$ cat src/rtl/fft_butterfly_sequencer_if.sv
// -----------------------------------------------------------------------------
// fft_butterfly_sequencer_if
//
// Purpose: bundles the control and butterfly-issue signals of the radix-2 DIF
// butterfly sequencer so the sequencer, the data buffer and the twiddle ROM
// bridge share one connection.
//
// Signals:
//   start      - one-cycle request to begin a transform (into the sequencer)
//   busy       - a transform is being sequenced
//   done       - one-cycle completion pulse
//   bfly_valid - a butterfly is issued this cycle
//   addr_a     - upper-leg data address
//   addr_b     - lower-leg data address (addr_a + half)
//   stage      - current stage index
//   tact_rom   - twiddle request, identical to bfly_valid
//   ta_rom     - twiddle index
//   evenOdd    - 0 = fetch a new twiddle, 1 = reuse the previous one
//
// Modports:
//   master - the sequencer (drives everything except start)
//   slave  - the consumer side (drives start, observes the rest)
// -----------------------------------------------------------------------------
interface fft_butterfly_sequencer_if #(
  parameter int FFT_N = 10
);

  localparam int STAGE_W = (FFT_N > 1) ? $clog2(FFT_N) : 1;

  logic               start;
  logic               busy;
  logic               done;
  logic               bfly_valid;
  logic [FFT_N-1:0]   addr_a;
  logic [FFT_N-1:0]   addr_b;
  logic [STAGE_W-1:0] stage;
  logic               tact_rom;
  logic [FFT_N-2:0]   ta_rom;
  logic               evenOdd;

  modport master (
    input  start,
    output busy,
    output done,
    output bfly_valid,
    output addr_a,
    output addr_b,
    output stage,
    output tact_rom,
    output ta_rom,
    output evenOdd
  );

  modport slave (
    output start,
    input  busy,
    input  done,
    input  bfly_valid,
    input  addr_a,
    input  addr_b,
    input  stage,
    input  tact_rom,
    input  ta_rom,
    input  evenOdd
  );

endinterface

$ cat src/rtl/fft_butterfly_sequencer.sv
// -----------------------------------------------------------------------------
// fft_butterfly_sequencer
//
// Purpose: radix-2 decimation-in-frequency butterfly scheduler. On start it
// walks every stage s = 0..FFT_N-1 of a 2^FFT_N point transform. Within a
// stage the butterfly index k (0..half-1) is the outer loop and the group
// index g (0..groups-1) the inner loop, with half = 2^(FFT_N-1-s) and
// groups = 2^s. Each issue drives:
//   addr_a = g*2*half + k, addr_b = addr_a + half, ta_rom = k << s.
// Because the inner loop runs over groups, consecutive butterflies share a
// twiddle whenever groups > 1, which lets the twiddle bridge skip a ROM fetch
// (evenOdd = 1). A fetch is never issued in the cycle right after another
// fetch; the sequencer inserts a one-cycle bubble instead, so the single-port
// quarter-wave cosine ROM never sees back-to-back reads.
//
// Parameters:
//   FFT_N     - log2 of the transform length (>= 2)
//   STAGE_GAP - idle cycles between stages (1..15), covers pipeline drain
//
// Ports:
//   clk - clock
//   rst - synchronous, active-high reset
//   bus - fft_butterfly_sequencer_if.master (start in; busy, done,
//         bfly_valid, addr_a, addr_b, stage, tact_rom, ta_rom, evenOdd out)
//
// Configuration macro:
//   FFT_SEQ_TWIDDLE_REUSE_EN - when defined, butterflies whose twiddle equals
//   the previous one in the stage are issued with evenOdd = 1 and never stall.
//   When undefined every butterfly is a fetch (evenOdd = 0), so each stage
//   issues one butterfly every other cycle. Ordering and addresses are the
//   same either way.
//
// All outputs are registered. Outside an issue cycle addr_a, addr_b, ta_rom
// and evenOdd hold their last issued values.
// -----------------------------------------------------------------------------
module fft_butterfly_sequencer #(
  parameter int FFT_N     = 10,
  parameter int STAGE_GAP = 4
) (
  input  logic                       clk,
  input  logic                       rst,
  fft_butterfly_sequencer_if.master  bus
);

  localparam int STAGE_W = (FFT_N > 1) ? $clog2(FFT_N) : 1;
  localparam int TW_W    = FFT_N - 1;

  localparam logic [FFT_N-1:0]   ZERO_N     = FFT_N'(0);
  localparam logic [FFT_N-1:0]   ONE_N      = FFT_N'(1);
  localparam logic [FFT_N-1:0]   HALF_INIT  = ONE_N << (FFT_N - 1);
  localparam logic [TW_W-1:0]    TW_ZERO    = TW_W'(0);
  localparam logic [TW_W-1:0]    TW_ONE     = TW_W'(1);
  localparam logic [STAGE_W-1:0] STAGE_ZERO = STAGE_W'(0);
  localparam logic [STAGE_W-1:0] STAGE_ONE  = STAGE_W'(1);
  localparam logic [STAGE_W-1:0] STAGE_LAST = STAGE_W'(FFT_N - 1);
  localparam logic [3:0]         GAP_LOAD   = 4'(STAGE_GAP - 1);

  typedef enum logic [1:0] {
    ST_IDLE   = 2'd0,
    ST_ISSUE  = 2'd1,
    ST_GAP    = 2'd2,
    ST_FINISH = 2'd3
  } state_t;

  state_t r_state;

  // Position of the next butterfly to issue and geometry of the current stage.
  logic [STAGE_W-1:0] r_stage;
  logic [FFT_N-1:0]   r_half;       // 2^(FFT_N-1-s): leg distance and k count
  logic [FFT_N-1:0]   r_grp_last;   // groups-1, an all-ones mask of s bits
  logic [FFT_N-1:0]   r_k;          // outer loop: butterfly within group
  logic [FFT_N-1:0]   r_g;          // inner loop: group index
  logic [FFT_N-1:0]   r_off;        // g*2*half, kept incrementally
  logic [TW_W-1:0]    r_tw;         // k << s, kept incrementally (k*groups)
  logic               r_prev_fetch; // a fetch was issued in the current cycle
  logic [3:0]         r_gap_cnt;

  // Registered outputs.
  logic               r_busy;
  logic               r_done;
  logic               r_valid;
  logic [FFT_N-1:0]   r_addr_a;
  logic [FFT_N-1:0]   r_addr_b;
  logic [TW_W-1:0]    r_ta_rom;
  logic               r_even_odd;

  // Combinational view of the pending butterfly.
  logic               w_g_last;
  logic               w_k_last;
  logic               w_stage_end;
  logic [FFT_N-1:0]   w_addr_a;
  logic [FFT_N-1:0]   w_addr_b;
  logic [TW_W-1:0]    w_tw_step;
  logic               w_reuse;
  logic               w_stall;
  logic               w_issue_req;

  // Decode the pending butterfly: addresses, loop ends, reuse and ROM stall.
  always_comb begin
    w_g_last    = (r_g == r_grp_last);
    w_k_last    = (r_k == (r_half - ONE_N));
    w_stage_end = w_g_last && w_k_last;
    w_addr_a    = r_off + r_k;
    w_addr_b    = w_addr_a + r_half;
    // groups = grp_last + 1; in the last stage this wraps to 0, but there
    // half = 1 so k never advances within that stage.
    w_tw_step   = r_grp_last[TW_W-1:0] + TW_ONE;
`ifdef FFT_SEQ_TWIDDLE_REUSE_EN
    // k = g = 0 is the first butterfly of a stage and always fetches.
    w_reuse     = ((r_k != ZERO_N) || (r_g != ZERO_N)) && (r_tw == r_ta_rom);
`else
    w_reuse     = 1'b0;
`endif
    // Only a fetch following a fetch issue has to wait one cycle.
    w_stall     = !w_reuse && r_prev_fetch;
    // From IDLE the first butterfly is issued on the same edge that sees
    // start, so busy and the first issue appear together.
    w_issue_req = (r_state == ST_ISSUE) || ((r_state == ST_IDLE) && bus.start);
  end

  // Sequencer FSM, loop counters and registered outputs.
  always_ff @(posedge clk) begin
    if (rst) begin
      r_state      <= ST_IDLE;
      r_stage      <= STAGE_ZERO;
      r_half       <= HALF_INIT;
      r_grp_last   <= ZERO_N;
      r_k          <= ZERO_N;
      r_g          <= ZERO_N;
      r_off        <= ZERO_N;
      r_tw         <= TW_ZERO;
      r_prev_fetch <= 1'b0;
      r_gap_cnt    <= 4'd0;
      r_busy       <= 1'b0;
      r_done       <= 1'b0;
      r_valid      <= 1'b0;
      r_addr_a     <= ZERO_N;
      r_addr_b     <= ZERO_N;
      r_ta_rom     <= TW_ZERO;
      r_even_odd   <= 1'b0;
    end else begin
      r_done <= 1'b0;
      case (r_state)
        ST_IDLE, ST_ISSUE: begin
          if (w_issue_req) begin
            if (w_stall) begin
              // Bubble: counters and data outputs hold, only valid drops.
              r_valid      <= 1'b0;
              r_prev_fetch <= 1'b0;
            end else begin
              r_busy       <= 1'b1;
              r_valid      <= 1'b1;
              r_addr_a     <= w_addr_a;
              r_addr_b     <= w_addr_b;
              r_ta_rom     <= r_tw;
              r_even_odd   <= w_reuse;
              r_prev_fetch <= !w_reuse;
              if (w_g_last) begin
                r_g   <= ZERO_N;
                r_off <= ZERO_N;
                r_k   <= r_k + ONE_N;
                r_tw  <= r_tw + w_tw_step;
              end else begin
                r_g   <= r_g + ONE_N;
                r_off <= r_off + {r_half[FFT_N-2:0], 1'b0};
              end
              if (w_stage_end) begin
                if (r_stage == STAGE_LAST) begin
                  r_state <= ST_FINISH;
                end else begin
                  r_state   <= ST_GAP;
                  r_gap_cnt <= GAP_LOAD;
                end
              end else begin
                r_state <= ST_ISSUE;
              end
            end
          end else begin
            r_valid      <= 1'b0;
            r_prev_fetch <= 1'b0;
          end
        end

        ST_GAP: begin
          r_valid      <= 1'b0;
          r_prev_fetch <= 1'b0;
          if (r_gap_cnt == 4'd0) begin
            // Step to the next stage: half halves, groups doubles.
            r_state    <= ST_ISSUE;
            r_stage    <= r_stage + STAGE_ONE;
            r_half     <= {1'b0, r_half[FFT_N-1:1]};
            r_grp_last <= {r_grp_last[FFT_N-2:0], 1'b1};
            r_k        <= ZERO_N;
            r_g        <= ZERO_N;
            r_off      <= ZERO_N;
            r_tw       <= TW_ZERO;
          end else begin
            r_gap_cnt <= r_gap_cnt - 4'd1;
          end
        end

        ST_FINISH: begin
          // Completion: done pulses while busy falls; geometry rearms for
          // the next start so IDLE can issue straight from the registers.
          r_state      <= ST_IDLE;
          r_done       <= 1'b1;
          r_busy       <= 1'b0;
          r_valid      <= 1'b0;
          r_prev_fetch <= 1'b0;
          r_stage      <= STAGE_ZERO;
          r_half       <= HALF_INIT;
          r_grp_last   <= ZERO_N;
          r_k          <= ZERO_N;
          r_g          <= ZERO_N;
          r_off        <= ZERO_N;
          r_tw         <= TW_ZERO;
        end

        default: begin
          r_state      <= ST_IDLE;
          r_busy       <= 1'b0;
          r_valid      <= 1'b0;
          r_prev_fetch <= 1'b0;
          r_stage      <= STAGE_ZERO;
          r_half       <= HALF_INIT;
          r_grp_last   <= ZERO_N;
          r_k          <= ZERO_N;
          r_g          <= ZERO_N;
          r_off        <= ZERO_N;
          r_tw         <= TW_ZERO;
        end
      endcase
    end
  end

  assign bus.busy       = r_busy;
  assign bus.done       = r_done;
  assign bus.bfly_valid = r_valid;
  assign bus.tact_rom   = r_valid;
  assign bus.addr_a     = r_addr_a;
  assign bus.addr_b     = r_addr_b;
  assign bus.stage      = r_stage;
  assign bus.ta_rom     = r_ta_rom;
  assign bus.evenOdd    = r_even_odd;

endmodule

$ cat src/flat_wrapper.sv
// flat-port wrapper written by rule: the top's interface ports become plain ports
module fft_butterfly_sequencer_flat 
#(
  parameter int FFT_N     = 10,
  parameter int STAGE_GAP = 4
)
  (clk, rst, bus_start, bus_busy, bus_done, bus_bfly_valid, bus_addr_a, bus_addr_b, bus_stage, bus_tact_rom, bus_ta_rom, bus_evenOdd);
  fft_butterfly_sequencer_if #(.FFT_N(FFT_N)) bus_i ();
  input  logic clk;
  input  logic rst;
  input wire logic [$bits(bus_i.start)-1:0] bus_start;
  output wire logic [$bits(bus_i.busy)-1:0] bus_busy;
  output wire logic [$bits(bus_i.done)-1:0] bus_done;
  output wire logic [$bits(bus_i.bfly_valid)-1:0] bus_bfly_valid;
  output wire logic [$bits(bus_i.addr_a)-1:0] bus_addr_a;
  output wire logic [$bits(bus_i.addr_b)-1:0] bus_addr_b;
  output wire logic [$bits(bus_i.stage)-1:0] bus_stage;
  output wire logic [$bits(bus_i.tact_rom)-1:0] bus_tact_rom;
  output wire logic [$bits(bus_i.ta_rom)-1:0] bus_ta_rom;
  output wire logic [$bits(bus_i.evenOdd)-1:0] bus_evenOdd;
  assign bus_i.start = bus_start;
  assign bus_busy = bus_i.busy;
  assign bus_done = bus_i.done;
  assign bus_bfly_valid = bus_i.bfly_valid;
  assign bus_addr_a = bus_i.addr_a;
  assign bus_addr_b = bus_i.addr_b;
  assign bus_stage = bus_i.stage;
  assign bus_tact_rom = bus_i.tact_rom;
  assign bus_ta_rom = bus_i.ta_rom;
  assign bus_evenOdd = bus_i.evenOdd;
  fft_butterfly_sequencer #(.FFT_N(FFT_N), .STAGE_GAP(STAGE_GAP)) u_core (.clk(clk), .rst(rst), .bus(bus_i));
endmodule
$ cat config.mk
export PLATFORM = sky130hd
export DESIGN_NAME = fft_butterfly_sequencer_flat
export DESIGN_NICKNAME = d
export VERILOG_FILES = /design/src/rtl/fft_butterfly_sequencer_if.sv /design/src/rtl/fft_butterfly_sequencer.sv /design/src/flat_wrapper.sv
export SDC_FILE = /design/constraint.sdc
export NUM_CORES = 1
export LEC_CHECK = 0
export ABC_AREA = 1
export CORE_MARGIN = 4
export CORE_UTILIZATION = 54
export CTS_CLUSTER_SIZE = 8
export DETAILED_ROUTE_END_ITERATION = 6
export GPL_TIMING_DRIVEN = 0
export PLACE_DENSITY = 0.89
export SYNTH_ARGS = -nofsm -noshare
export SYNTH_HDL_FRONTEND = slang
export SYNTH_SLANG_ARGS = --single-unit
$ cat constraint.sdc
create_clock -name clk -period 2.9 [get_ports clk]
set_input_delay 0.87 -clock clk [delete_from_list [all_inputs] [get_ports clk]]
set_output_delay 0.87 -clock clk [all_outputs]
set_load 0.01 [all_outputs]
==> metrics.md <==
| Metric | Value |
|---|---|
| Status | `completed` |
| Fmax | `roughly 350 MHz` |
| Hold_buf cts | `0` |
| Clock Skew | `0.00936 ns` |
| Max Cap Violations | `0` |
| WP data arrival | `about 3.1 ns` |
| Total negative slack | `0 ns` |
| Minimum clock period | `around 2.8 ns` |
| Synth top cells by count | `nand2_1, dfxtp_1, inv_1, nor2_1, a21oi_1` |
| Worst-skew pair later-pin latency | `0.38 ns` |
| TritonCTS clock tree | `yes` |
| Hold EP | `u_core.r_gap_cnt[1]` |
| DR WL/cell | `approximately 15 um` |
| Worst slack, placed | `-0.486 ns` |
| Unrepaired setup endpoints after global routing | `yes` |
| FF+latch count, synth | `100` |
| Row count | `37` |
| Kind of critical path | `flip-flop to flip-flop` |
| Post-Layout Inst Area | `6740 um^2` |
| Avg Inst Size Synth | `7.25 um^2` |
| Die Width | `112 um` |
| Num Clock Sinks | `100` |
| Worst Hold Launch | `u_core.r_gap_cnt[1]` |
| Main synth FF type | `dfxtp_1` |
| DR vias/cell | `5.56` |
| WP data required | `between 3 and 4 ns` |
| IO Pins | `41` |
| Most common cell in the netlist | `nand2_1` |
| Slew margin rel. | `between 50% and 60%` |
| Asr flop ratio synth | `0%` |
| Main area contributors after synthesis | `dfxtp_1, nand2_1, ha_1` |
| DR DRC count | `0` |
| Gpl congestion | `0.973` |
| Layout Utilization | `between 60% and 70%` |
| Worst r2r src | `u_core.r_off[1]` |
| Fin. Hold Viols | `0` |
| Via Count | `~5,600` |
| Critical Path Source Type | `flip-flop` |
| Die height | `112 um` |
| Hpwl dp | `about 11 mm` |
| GRT overflow | `0` |
| Initial Util | `56.0%` |
| Sequential share of the synthesized area | `about a third` |
| Final worst-path cycle share | `97.2%` |
| Synthesis-to-finish area growth | `15.1%` |
| PortBufs | `39` |
| CTS clock-pin slew for the worst setup and hold paths | `0.11 ns` |
| Worst IR Drop VDD | `between 200 and 250 uV` |
| Hold Crit Class | `flip-flop to flip-flop` |
| Worst Setup End Kind | `flip-flop` |
| Num CTS Buffers | `9` |
| Syn Nets | `856` |
| Area of the core | `10,500 um^2` |
| Reg2reg end | `u_core.bus.addr_b[9]` |
| Worst Tran Pin Value | `0.722 ns` |
| H-tree Lvls | `3` |
| Max Transition Viols Final | `0` |
| Layout cells sized above 1 | `9.46%` |
| Setup WS post-layout | `0.0807 ns` |
| Cell total after placement | `983` |
| Total track usage | `a little under a quarter` |
| Clock Tree Buf Depth | `2` |
| Routed Wire Length | `about 15 mm` |
| Hold WS | `approximately 0.48 ns` |
| Antenna cell count | `0` |
| Placed Area | `6420 um^2` |
| Clk root buf | `clkbuf_8` |
| Post-synth EDFFs | `0` |
| Non-filler cells, final | `1,003` |
| Vias in the first global route | `5,094` |
| DR pass1 iterations | `5` |
| Lkg Pwr | `2.94 nW` |
| FF-to-FF path depth | `16` |
| Flop-to-flop setup slack | `0.08 ns` |
| WHS Path Cells | `2` |
| Power Dens Cells | `about 410 nW/um^2` |
| First-pass GRT wire length | `24.3 mm` |
| Detailed Route Iter0 Violations | `between 600 and 700` |
| Post-Syn Area | `5860 um^2` |
| Yosys top cell by area | `dfxtp_1` |
| Synth warnings | `0` |
| Initial antenna violation count | `0` |
| CP Max Fanout | `5` |
| Largest net degree at the start of global routing | `21` |
| Nets@finish | `910` |
| Yosys cell types | `46` |
| Final setup fails | `0` |
| Design Power | `2.79 mW` |
| Routed Antenna Nets | `0` |
| Post-synth top area share | `34.2%` |
| Post-synthesis cell count | `about 810` |
| Die area | `12,600 um^2` |
[repair_timing]
item,in CTS,in global routing
buffers inserted,2,2
endpoints found under the setup margin,5,5
pin swaps,2,6
resized for setup,5,22
[logic make-up after synthesis]
logic type | share of synthesized area [%]
AND/OR/NAND/NOR | 23.8
AO/OA/AOI/OAI | 17.0
buffers and inverters | 8.52
flip-flops | 34.2
adder cells (fa/ha/maj) | 10.1
XOR/XNOR | 6.28
other | 0.128
[registers in the layout (all words and copies together) (netlist names)]
signal	flops
u_core.bus.addr_a	10
u_core.bus.addr_b	10
u_core.bus.busy	1
u_core.bus.done	1
u_core.bus.stage	4
u_core.bus.ta_rom	9
u_core.r_g	10
u_core.r_gap_cnt	4
u_core.r_grp_last	10
u_core.r_half	10
u_core.r_k	10
u_core.r_off	9
u_core.r_prev_fetch	1
u_core.r_state	2
u_core.r_tw	9
[placed cells by master (no fill, tap or decap), drive strengths merged, types with 22 or more instances in the layout]
| cell type | instances |
|---|---|
| ha | 41 |
| nand2 | 156 |
| a21oi | 80 |
| nand3 | 36 |
| dfxtp | 100 |
| inv | 104 |
| o21ai | 61 |
| clkbuf | 25 |
| nor2 | 89 |
| clkdlybuf4s50 | 39 |
| xor2 | 22 |
[critical path, cell delays in order, from the launching register on]
cell	delay (ns)
dfxtp_2	0.40
inv_1	0.07
fa_2	0.41
o21ai_4	0.21
a21oi_1	0.10
o21ai_1	0.15
xor2_1	0.21
inv_1	0.10
ha_4	0.30
nand2_1	0.07
nor3_2	0.14
nand3_1	0.10
o2111ai_1	0.13
nand3b_1	0.15
nand3_1	0.08
nand2_1	0.08
inv_1	0.03
[cell type report]
type,instances,area [um^2]
Fill cell,865,3720
Inverter,102,383
Clock buffer,9,124
Tap cell,136,170
Sequential cell,100,2010
Multi-Input combinational cell,582,3430
Timing Repair Buffer,43,420
Clock inverter,7,83.8
Buffer,24,116
[per-layer routing]
metal / vias to the layer above / GRT usage (%) / wire length [um]
li1: 2767 / - / -
met1: 2522 / 31.9 / 6640
met2: 251 / 37.3 / 6650
met3: 33 / 3.72 / 1240
met4: 0 / 8.49 / 359
met5: - / 0 / 0
[power by group]
group / internal [mW] / switching, mW / total [mW]
sequential: 1.43 / 0.0428 / 1.48
clock: 0.343 / 0.554 / 0.897
combinational: 0.171 / 0.246 / 0.417
[worst max-delay path by stage]
stage,start,to,slack [ns],cells past startpoint
finish,u_core.r_off[1],u_core.bus.addr_b[9],0.08,16
global route,u_core.r_off[1],u_core.bus.addr_b[9],-0.07,16
CTS,u_core.r_k[1],u_core.bus.addr_b[7],-0.02,16
detailed placement,u_core.r_k[1],u_core.bus.addr_b[9],-0.49,16
global placement,u_core.r_k[1],u_core.bus.addr_b[9],-0.45,16
floorplan,u_core.r_k[1],u_core.bus.addr_b[9],0.09,16
No activity file was read; power rests on OpenSTA's default activity.
